**src/rtl/sdram_req_arb_if.sv**
```systemverilog
// Request/ack handshake and FIFO-level bus between the burst arbiter and the
// SDRAM controller / FIFO side.
interface sdram_req_arb_if #(
  parameter int FIFO_AW = 10,
  parameter int ADDR_W  = 15
);
  logic [FIFO_AW:0]  wr_fifo_usedw;
  logic [FIFO_AW:0]  rd_fifo_usedw;
  logic              wr_sdram_req;
  logic              rd_sdram_req;
  logic              wr_sdram_ack;
  logic              rd_sdram_ack;
  logic [ADDR_W-1:0] wr_addr;
  logic [ADDR_W-1:0] rd_addr;

  modport master (
    input  wr_fifo_usedw, rd_fifo_usedw, wr_sdram_ack, rd_sdram_ack,
    output wr_sdram_req, rd_sdram_req, wr_addr, rd_addr
  );

  modport slave (
    output wr_fifo_usedw, rd_fifo_usedw, wr_sdram_ack, rd_sdram_ack,
    input  wr_sdram_req, rd_sdram_req, wr_addr, rd_addr
  );
endinterface

```
**src/rtl/sdram_req_arb.sv**
```systemverilog
// Upstream burst arbiter for the SDRAM controller: picks the next full-page
// read or write burst from FIFO levels and tracks per-burst frame addresses.
module sdram_req_arb #(
  parameter int BURST_LEN    = 512,
  parameter int FIFO_AW      = 10,
  parameter int FRAME_BURSTS = 600,
  parameter int ADDR_W       = 15,
  parameter int GAP_CYC      = 16,
  parameter int TIMEOUT      = 4095
) (
  input  logic                  clk,
  input  logic                  rst,
  input  logic                  init_done,
  input  logic                  frame_sync,
  sdram_req_arb_if.master       bus,
  output logic                  wr_done,
  output logic                  err_timeout
);

  localparam logic [1:0] IDLE    = 2'd0;
  localparam logic [1:0] WR_BUSY = 2'd1;
  localparam logic [1:0] RD_BUSY = 2'd2;
  localparam logic [1:0] GAP     = 2'd3;

  localparam int GAP_W = $clog2(GAP_CYC + 1);
  localparam int TO_W  = $clog2(TIMEOUT + 1);

  localparam logic [FIFO_AW:0]  BURST_LVL  = (FIFO_AW+1)'(BURST_LEN);
  localparam logic [FIFO_AW:0]  RD_ROOM    = (FIFO_AW+1)'((1 << FIFO_AW) - BURST_LEN);
  localparam logic [ADDR_W-1:0] LAST_BURST = ADDR_W'(FRAME_BURSTS - 1);
  localparam logic [GAP_W-1:0]  GAP_LAST   = GAP_W'(GAP_CYC - 1);
  localparam logic [TO_W-1:0]   TO_LAST    = TO_W'(TIMEOUT - 1);

  logic [1:0]        state_r;
  logic              wr_req_r;
  logic              rd_req_r;
  logic [ADDR_W-1:0] wr_addr_r;
  logic [ADDR_W-1:0] rd_addr_r;
  logic              wr_done_r;
  logic              err_timeout_r;
  logic              fs_pend_r;
  logic [GAP_W-1:0]  gap_cnt_r;
  logic [TO_W-1:0]   to_cnt_r;
  logic              wr_ok_s;
  logic              rd_ok_s;

  // Burst eligibility; only consulted while idle.
  always_comb begin
    wr_ok_s = init_done & ~wr_done_r & (bus.wr_fifo_usedw >= BURST_LVL);
    rd_ok_s = init_done & (bus.rd_fifo_usedw <= RD_ROOM) &
              (wr_done_r | (rd_addr_r < wr_addr_r));
  end

  // Arbiter FSM with request, address, gap and timeout bookkeeping.
  always_ff @(posedge clk or posedge rst) begin
    if (rst) begin
      state_r       <= IDLE;
      wr_req_r      <= 1'b0;
      rd_req_r      <= 1'b0;
      wr_addr_r     <= {ADDR_W{1'b0}};
      rd_addr_r     <= {ADDR_W{1'b0}};
      wr_done_r     <= 1'b0;
      err_timeout_r <= 1'b0;
      fs_pend_r     <= 1'b0;
      gap_cnt_r     <= {GAP_W{1'b0}};
      to_cnt_r      <= {TO_W{1'b0}};
    end else begin
      case (state_r)
        IDLE: begin
          gap_cnt_r <= {GAP_W{1'b0}};
          to_cnt_r  <= {TO_W{1'b0}};
          fs_pend_r <= 1'b0;
          if (frame_sync) begin
            rd_addr_r <= {ADDR_W{1'b0}};
          end
          // Read wins ties so the display never starves.
          if (rd_ok_s) begin
            state_r  <= RD_BUSY;
            rd_req_r <= 1'b1;
          end else if (wr_ok_s) begin
            state_r  <= WR_BUSY;
            wr_req_r <= 1'b1;
          end else begin
            state_r <= IDLE;
          end
        end

        WR_BUSY: begin
          if (frame_sync) begin
            rd_addr_r <= {ADDR_W{1'b0}};
          end
          if (bus.wr_sdram_ack) begin
            wr_req_r <= 1'b0;
            state_r  <= GAP;
            if (wr_addr_r == LAST_BURST) begin
              wr_addr_r <= {ADDR_W{1'b0}};
              wr_done_r <= 1'b1;
            end else begin
              wr_addr_r <= wr_addr_r + {{(ADDR_W-1){1'b0}}, 1'b1};
            end
          end else if (to_cnt_r == TO_LAST) begin
            wr_req_r      <= 1'b0;
            err_timeout_r <= 1'b1;
            state_r       <= GAP;
          end else begin
            to_cnt_r <= to_cnt_r + {{(TO_W-1){1'b0}}, 1'b1};
          end
        end

        RD_BUSY: begin
          // A frame start seen mid-burst is applied when the burst ends.
          if (bus.rd_sdram_ack) begin
            rd_req_r  <= 1'b0;
            state_r   <= GAP;
            fs_pend_r <= 1'b0;
            if (frame_sync || fs_pend_r) begin
              rd_addr_r <= {ADDR_W{1'b0}};
            end else if (rd_addr_r == LAST_BURST) begin
              rd_addr_r <= {ADDR_W{1'b0}};
            end else begin
              rd_addr_r <= rd_addr_r + {{(ADDR_W-1){1'b0}}, 1'b1};
            end
          end else if (to_cnt_r == TO_LAST) begin
            rd_req_r      <= 1'b0;
            err_timeout_r <= 1'b1;
            state_r       <= GAP;
            fs_pend_r     <= 1'b0;
            if (frame_sync || fs_pend_r) begin
              rd_addr_r <= {ADDR_W{1'b0}};
            end
          end else begin
            to_cnt_r <= to_cnt_r + {{(TO_W-1){1'b0}}, 1'b1};
            if (frame_sync) begin
              fs_pend_r <= 1'b1;
            end
          end
        end

        GAP: begin
          to_cnt_r <= {TO_W{1'b0}};
          if (frame_sync) begin
            rd_addr_r <= {ADDR_W{1'b0}};
          end
          if (gap_cnt_r == GAP_LAST) begin
            gap_cnt_r <= {GAP_W{1'b0}};
            state_r   <= IDLE;
          end else begin
            gap_cnt_r <= gap_cnt_r + {{(GAP_W-1){1'b0}}, 1'b1};
          end
        end

        default: begin
          state_r  <= IDLE;
          wr_req_r <= 1'b0;
          rd_req_r <= 1'b0;
        end
      endcase
    end
  end

  assign bus.wr_sdram_req = wr_req_r;
  assign bus.rd_sdram_req = rd_req_r;
  assign bus.wr_addr      = wr_addr_r;
  assign bus.rd_addr      = rd_addr_r;
  assign wr_done          = wr_done_r;
  assign err_timeout      = err_timeout_r;

endmodule

```
**src/flat_wrapper.sv**
```systemverilog
// flat-port wrapper written by rule: the top's interface ports become plain ports
module sdram_req_arb_flat 
#(
  parameter int BURST_LEN    = 512,
  parameter int FIFO_AW      = 10,
  parameter int FRAME_BURSTS = 600,
  parameter int ADDR_W       = 15,
  parameter int GAP_CYC      = 16,
  parameter int TIMEOUT      = 4095
)
  (clk, rst, init_done, frame_sync, wr_done, err_timeout, bus_wr_fifo_usedw, bus_rd_fifo_usedw, bus_wr_sdram_ack, bus_rd_sdram_ack, bus_wr_sdram_req, bus_rd_sdram_req, bus_wr_addr, bus_rd_addr);
  sdram_req_arb_if #(.FIFO_AW(FIFO_AW), .ADDR_W(ADDR_W)) bus_i ();
  input  logic clk;
  input  logic rst;
  input  logic init_done;
  input  logic frame_sync;
  output logic wr_done;
  output logic err_timeout;
  input wire logic [$bits(bus_i.wr_fifo_usedw)-1:0] bus_wr_fifo_usedw;
  input wire logic [$bits(bus_i.rd_fifo_usedw)-1:0] bus_rd_fifo_usedw;
  input wire logic [$bits(bus_i.wr_sdram_ack)-1:0] bus_wr_sdram_ack;
  input wire logic [$bits(bus_i.rd_sdram_ack)-1:0] bus_rd_sdram_ack;
  output wire logic [$bits(bus_i.wr_sdram_req)-1:0] bus_wr_sdram_req;
  output wire logic [$bits(bus_i.rd_sdram_req)-1:0] bus_rd_sdram_req;
  output wire logic [$bits(bus_i.wr_addr)-1:0] bus_wr_addr;
  output wire logic [$bits(bus_i.rd_addr)-1:0] bus_rd_addr;
  assign bus_i.wr_fifo_usedw = bus_wr_fifo_usedw;
  assign bus_i.rd_fifo_usedw = bus_rd_fifo_usedw;
  assign bus_i.wr_sdram_ack = bus_wr_sdram_ack;
  assign bus_i.rd_sdram_ack = bus_rd_sdram_ack;
  assign bus_wr_sdram_req = bus_i.wr_sdram_req;
  assign bus_rd_sdram_req = bus_i.rd_sdram_req;
  assign bus_wr_addr = bus_i.wr_addr;
  assign bus_rd_addr = bus_i.rd_addr;
  sdram_req_arb #(.BURST_LEN(BURST_LEN), .FIFO_AW(FIFO_AW), .FRAME_BURSTS(FRAME_BURSTS), .ADDR_W(ADDR_W), .GAP_CYC(GAP_CYC), .TIMEOUT(TIMEOUT)) u_core (.clk(clk), .rst(rst), .init_done(init_done), .frame_sync(frame_sync), .bus(bus_i), .wr_done(wr_done), .err_timeout(err_timeout));
endmodule
```
**config.mk**
```make
export PLATFORM = sky130hd
export DESIGN_NAME = sdram_req_arb_flat
export DESIGN_NICKNAME = d
export VERILOG_FILES = /design/src/rtl/sdram_req_arb_if.sv /design/src/rtl/sdram_req_arb.sv /design/src/flat_wrapper.sv
export SDC_FILE = /design/constraint.sdc
export NUM_CORES = 1
export LEC_CHECK = 0
export BUFFER_PORTS_ARGS = -buffer_cell sky130_fd_sc_hd__buf_2
export CAP_MARGIN = 10
export CORE_MARGIN = 3
export CORE_UTILIZATION = 46
export CTS_BUF_LIST = sky130_fd_sc_hd__clkbuf_2
export CTS_CLUSTER_SIZE = 40
export DETAILED_ROUTE_END_ITERATION = 10
export PLACE_DENSITY = 0.7
export SYNTH_ARGS = -nofsm -noshare
export SYNTH_HDL_FRONTEND = slang
export SYNTH_SLANG_ARGS = --single-unit
```
**constraint.sdc**
```tcl
create_clock -name clk -period 6.13 [get_ports clk]
set_input_delay 0.9195 -clock clk [delete_from_list [all_inputs] [get_ports clk]]
set_output_delay 0.9195 -clock clk [all_outputs]
set_load 0.01 [all_outputs]
```
==> results.cfg <==
[status]
status = complete, no violations

[routing]
topRoutingLayerUsed = met4
wl_per_cell_um = 15.3
route.met2.wl_mm = 3.66
wl_met1_mm = 3.84
drt_iter0_drc = 113
routed_wirelength_mm = 8.02
ant_nets = 0
wl_met3_um = 444
drt_pre_antenna_iters = 4
vias = 3032
routed_via_density = 5.76
remaining_drc_errors = 0

[logic_synthesis]
synth.avg_cell_area_um2 = 9.10
synth_edf_count = 0
netlist_instances = 379
seq_area_frac_synth = 0.392
ys_ff_latch = 54
yosys_warnings = 0
ys_types = 59
synth.net_count = 430
synth_area_um2 = 3450
async_flop_share = 1.00
synth_top_flop_cell = dfrtp_1

[timing]
worst_slack_ps = 3840
tightest_slew_ps = 696
fmax_mhz = 436
clock-skew-final_ps = 24.3
rsz0062_at_grt = false
holdWs_ps = 489
fin_crit_sh = 0.374
finalSetupViolations = 0
slew_violations = 0
final-hold-violation-count = 0
slew_headroom = 0.536
tns_ps = 0
min_period_ps = 2290

[die]
die_w_um = 92.6
die_y_um = 92.6
coreArea_um2 = 7020
rows = 30
io-pin-count = 62
dieArea_um2 = 8570
initial_core_util = 0.491

[worst_hold_path]
min_path_cells = 1
hp-start = u_core.err_timeout$_DFFE_PP0P_
hold_path_class = register to register
min_to = u_core.err_timeout$_DFFE_PP0P_

[placement]
dp_hpwl_mm = 6.10
gp_congestion = 0.860
io_buffers = 52
place_ws_ps = 3760

[clock_network]
tritoncts = yes
clock_path_buffers = 2
path_clk_slew_ps = 280
cts_setup_buffers = 0
cts.sinks = 54
htree_levels = 2
cts-resized-gates = 0
clock-root-buffer = clkbuf_2
clk_latency_ps = 460
postCtsHoldBufs = 0
cts_made_buffers = 5

[power]
ir_worst_vdd_uv = 194
p_leak_uw = 0.00178
power_uw = 957
power_density_nw_per_um2 = 250

[final_layout]
syn_to_final_growth_pct = 11.0
register_area_um2 = 1350
multiInputGateArea_um2 = 1970
drive_gt1_frac = 0.170
insertedDiodeCount = 0
final_nets = 481
fillers = 681

[global_routing]
globalRoute.totalOverflow = 0
grt.total_usage = 0.195
grt_pass1_wl_mm = 13.6
grt_pass1_vias = 2802
antenna_found_initial = 0
grt_start_max_net_pins = 55

[worst_setup_path]
worst_r2r_path_depth = 6
worstSetupPathType = register to register
end_kind = register
rrSetupSlack_ps = 3840
startpoint_type = register
worstReg2RegStart = u_core.bus.rd_addr[4]$_DFFE_PP0P_
cp_max_fo = 7
timing.rr.end = u_core.state_r[0]$_DFFE_PP0P_
crit_required_ps = 6490
worstPathArrival_ps = 2650

[run]
maxCapViolCount = 0
## worst max path at each step
stage,startpoint,slack [ps],end,cells after the start
after global placement,bus_rd_fifo_usedw[2],3770,u_core.state_r[0]$_DFFE_PP0P_,6
after CTS,u_core.bus.rd_addr[4]$_DFFE_PP0P_,3830,u_core.state_r[1]$_DFFE_PP0P_,6
final,u_core.bus.rd_addr[4]$_DFFE_PP0P_,3840,u_core.state_r[0]$_DFFE_PP0P_,6
after floorplan,rst,3900,u_core.bus.rd_addr[0]$_DFFE_PP0P_,1
after global routing,u_core.bus.rd_addr[4]$_DFFE_PP0P_,3710,u_core.bus.rd_sdram_req$_DFFE_PP0P_,6
after detailed placement,bus_rd_fifo_usedw[2],3760,u_core.bus.rd_sdram_req$_DFFE_PP0P_,6
## power breakdown
part	leakage, µW	internal [µW]	switching, µW
sequential	0.000707	395	52.2
combinational	0.00104	141	229
clock	0.0000286	24.7	115
total	0.00178	561	396
## kinds of logic after synthesis
kind of cell	share of synthesized area
xor+xnor	0.0584
simple gates	0.242
buf+inv	0.0366
fa+ha+maj	0.0834
mux	0.00326
flops	0.392
compound gates	0.184
## critical path, stage by stage (launching register included)
cell       delay, ps
dfrtp_1          540
ha_1             370
a21o_1           190
a221o_1          340
a41o_1           260
a2111oi_0        400
nor3_1            90
## through the flow
stage | utilization | area [µm²] | cells
after floorplan | - | 3450 | 379
after global placement | 0.540 | 3790 | 519
after detailed placement | 0.540 | 3790 | 519
after CTS | 0.545 | 3830 | 526
after global routing | 0.545 | 3830 | 526
final | 0.545 | 3830 | 526
## synth_stat cells (all sizes together) (6+ instances only)
cell | count | share of area
a21o | 9 | 0.020
a21oi | 16 | 0.023
and3 | 6 | 0.013
buf | 6 | 0.0094
dfrtp | 54 | 0.39
ha | 23 | 0.083
inv | 22 | 0.024
nand2 | 30 | 0.034
nand3 | 26 | 0.038
nand4 | 11 | 0.020
nor2 | 34 | 0.039
nor3 | 17 | 0.028
nor4 | 9 | 0.016
o211ai | 7 | 0.015
o21ai | 19 | 0.028
o2bb2ai | 7 | 0.020
xnor2 | 14 | 0.036
xor2 | 9 | 0.023
## per-layer routing
metal | up-vias | global-route usage
met2 | 82 | 0.306
met4 | 0 | 0.0483
met3 | 6 | 0.0309
met5 | - | 0
li1 | 1497 | -
met1 | 1447 | 0.283
## registers in the layout (all words and copies together), names as in the netlist
signal and cells:
u_core.bus.rd_addr 15, u_core.bus.rd_sdram_req 1, u_core.bus.wr_addr 15, u_core.bus.wr_sdram_req 1, u_core.err_timeout 1, u_core.fs_pend_r 1
u_core.gap_cnt_r 5, u_core.state_r 2, u_core.to_cnt_r 12, u_core.wr_done 1
## layout by cell type, fill, tap and decap left out, types with 4 or more instances in the layout
cell	Yosys	final
xnor2_1	14	14
nand4_1	11	11
nor2_1	33	33
a21o_1	9	9
clkbuf_2	0	5
o21ai_0	14	14
dfrtp_1	54	54
buf_2	5	52
nor4_1	9	9
nor2b_1	5	5
o2bb2ai_1	6	6
nand2_1	28	28
inv_1	21	20
nand3_1	26	26
a21oi_1	16	16
xor2_1	9	9
o2111ai_1	4	4
a22o_1	4	4
o21ai_1	5	5
ha_1	23	23
and3_1	4	4
nor3_1	15	15
o211ai_1	7	7
## cell type report
type                       count  area share
timing repair buffer          53      0.0699
sequential                    54       0.353
inverter                      22      0.0216
multi-input combinational    294       0.515
clock buffer                   5     0.00654
tap                           96      0.0314
clock inverter                 2     0.00261
(Power assumes the default switching activity.)
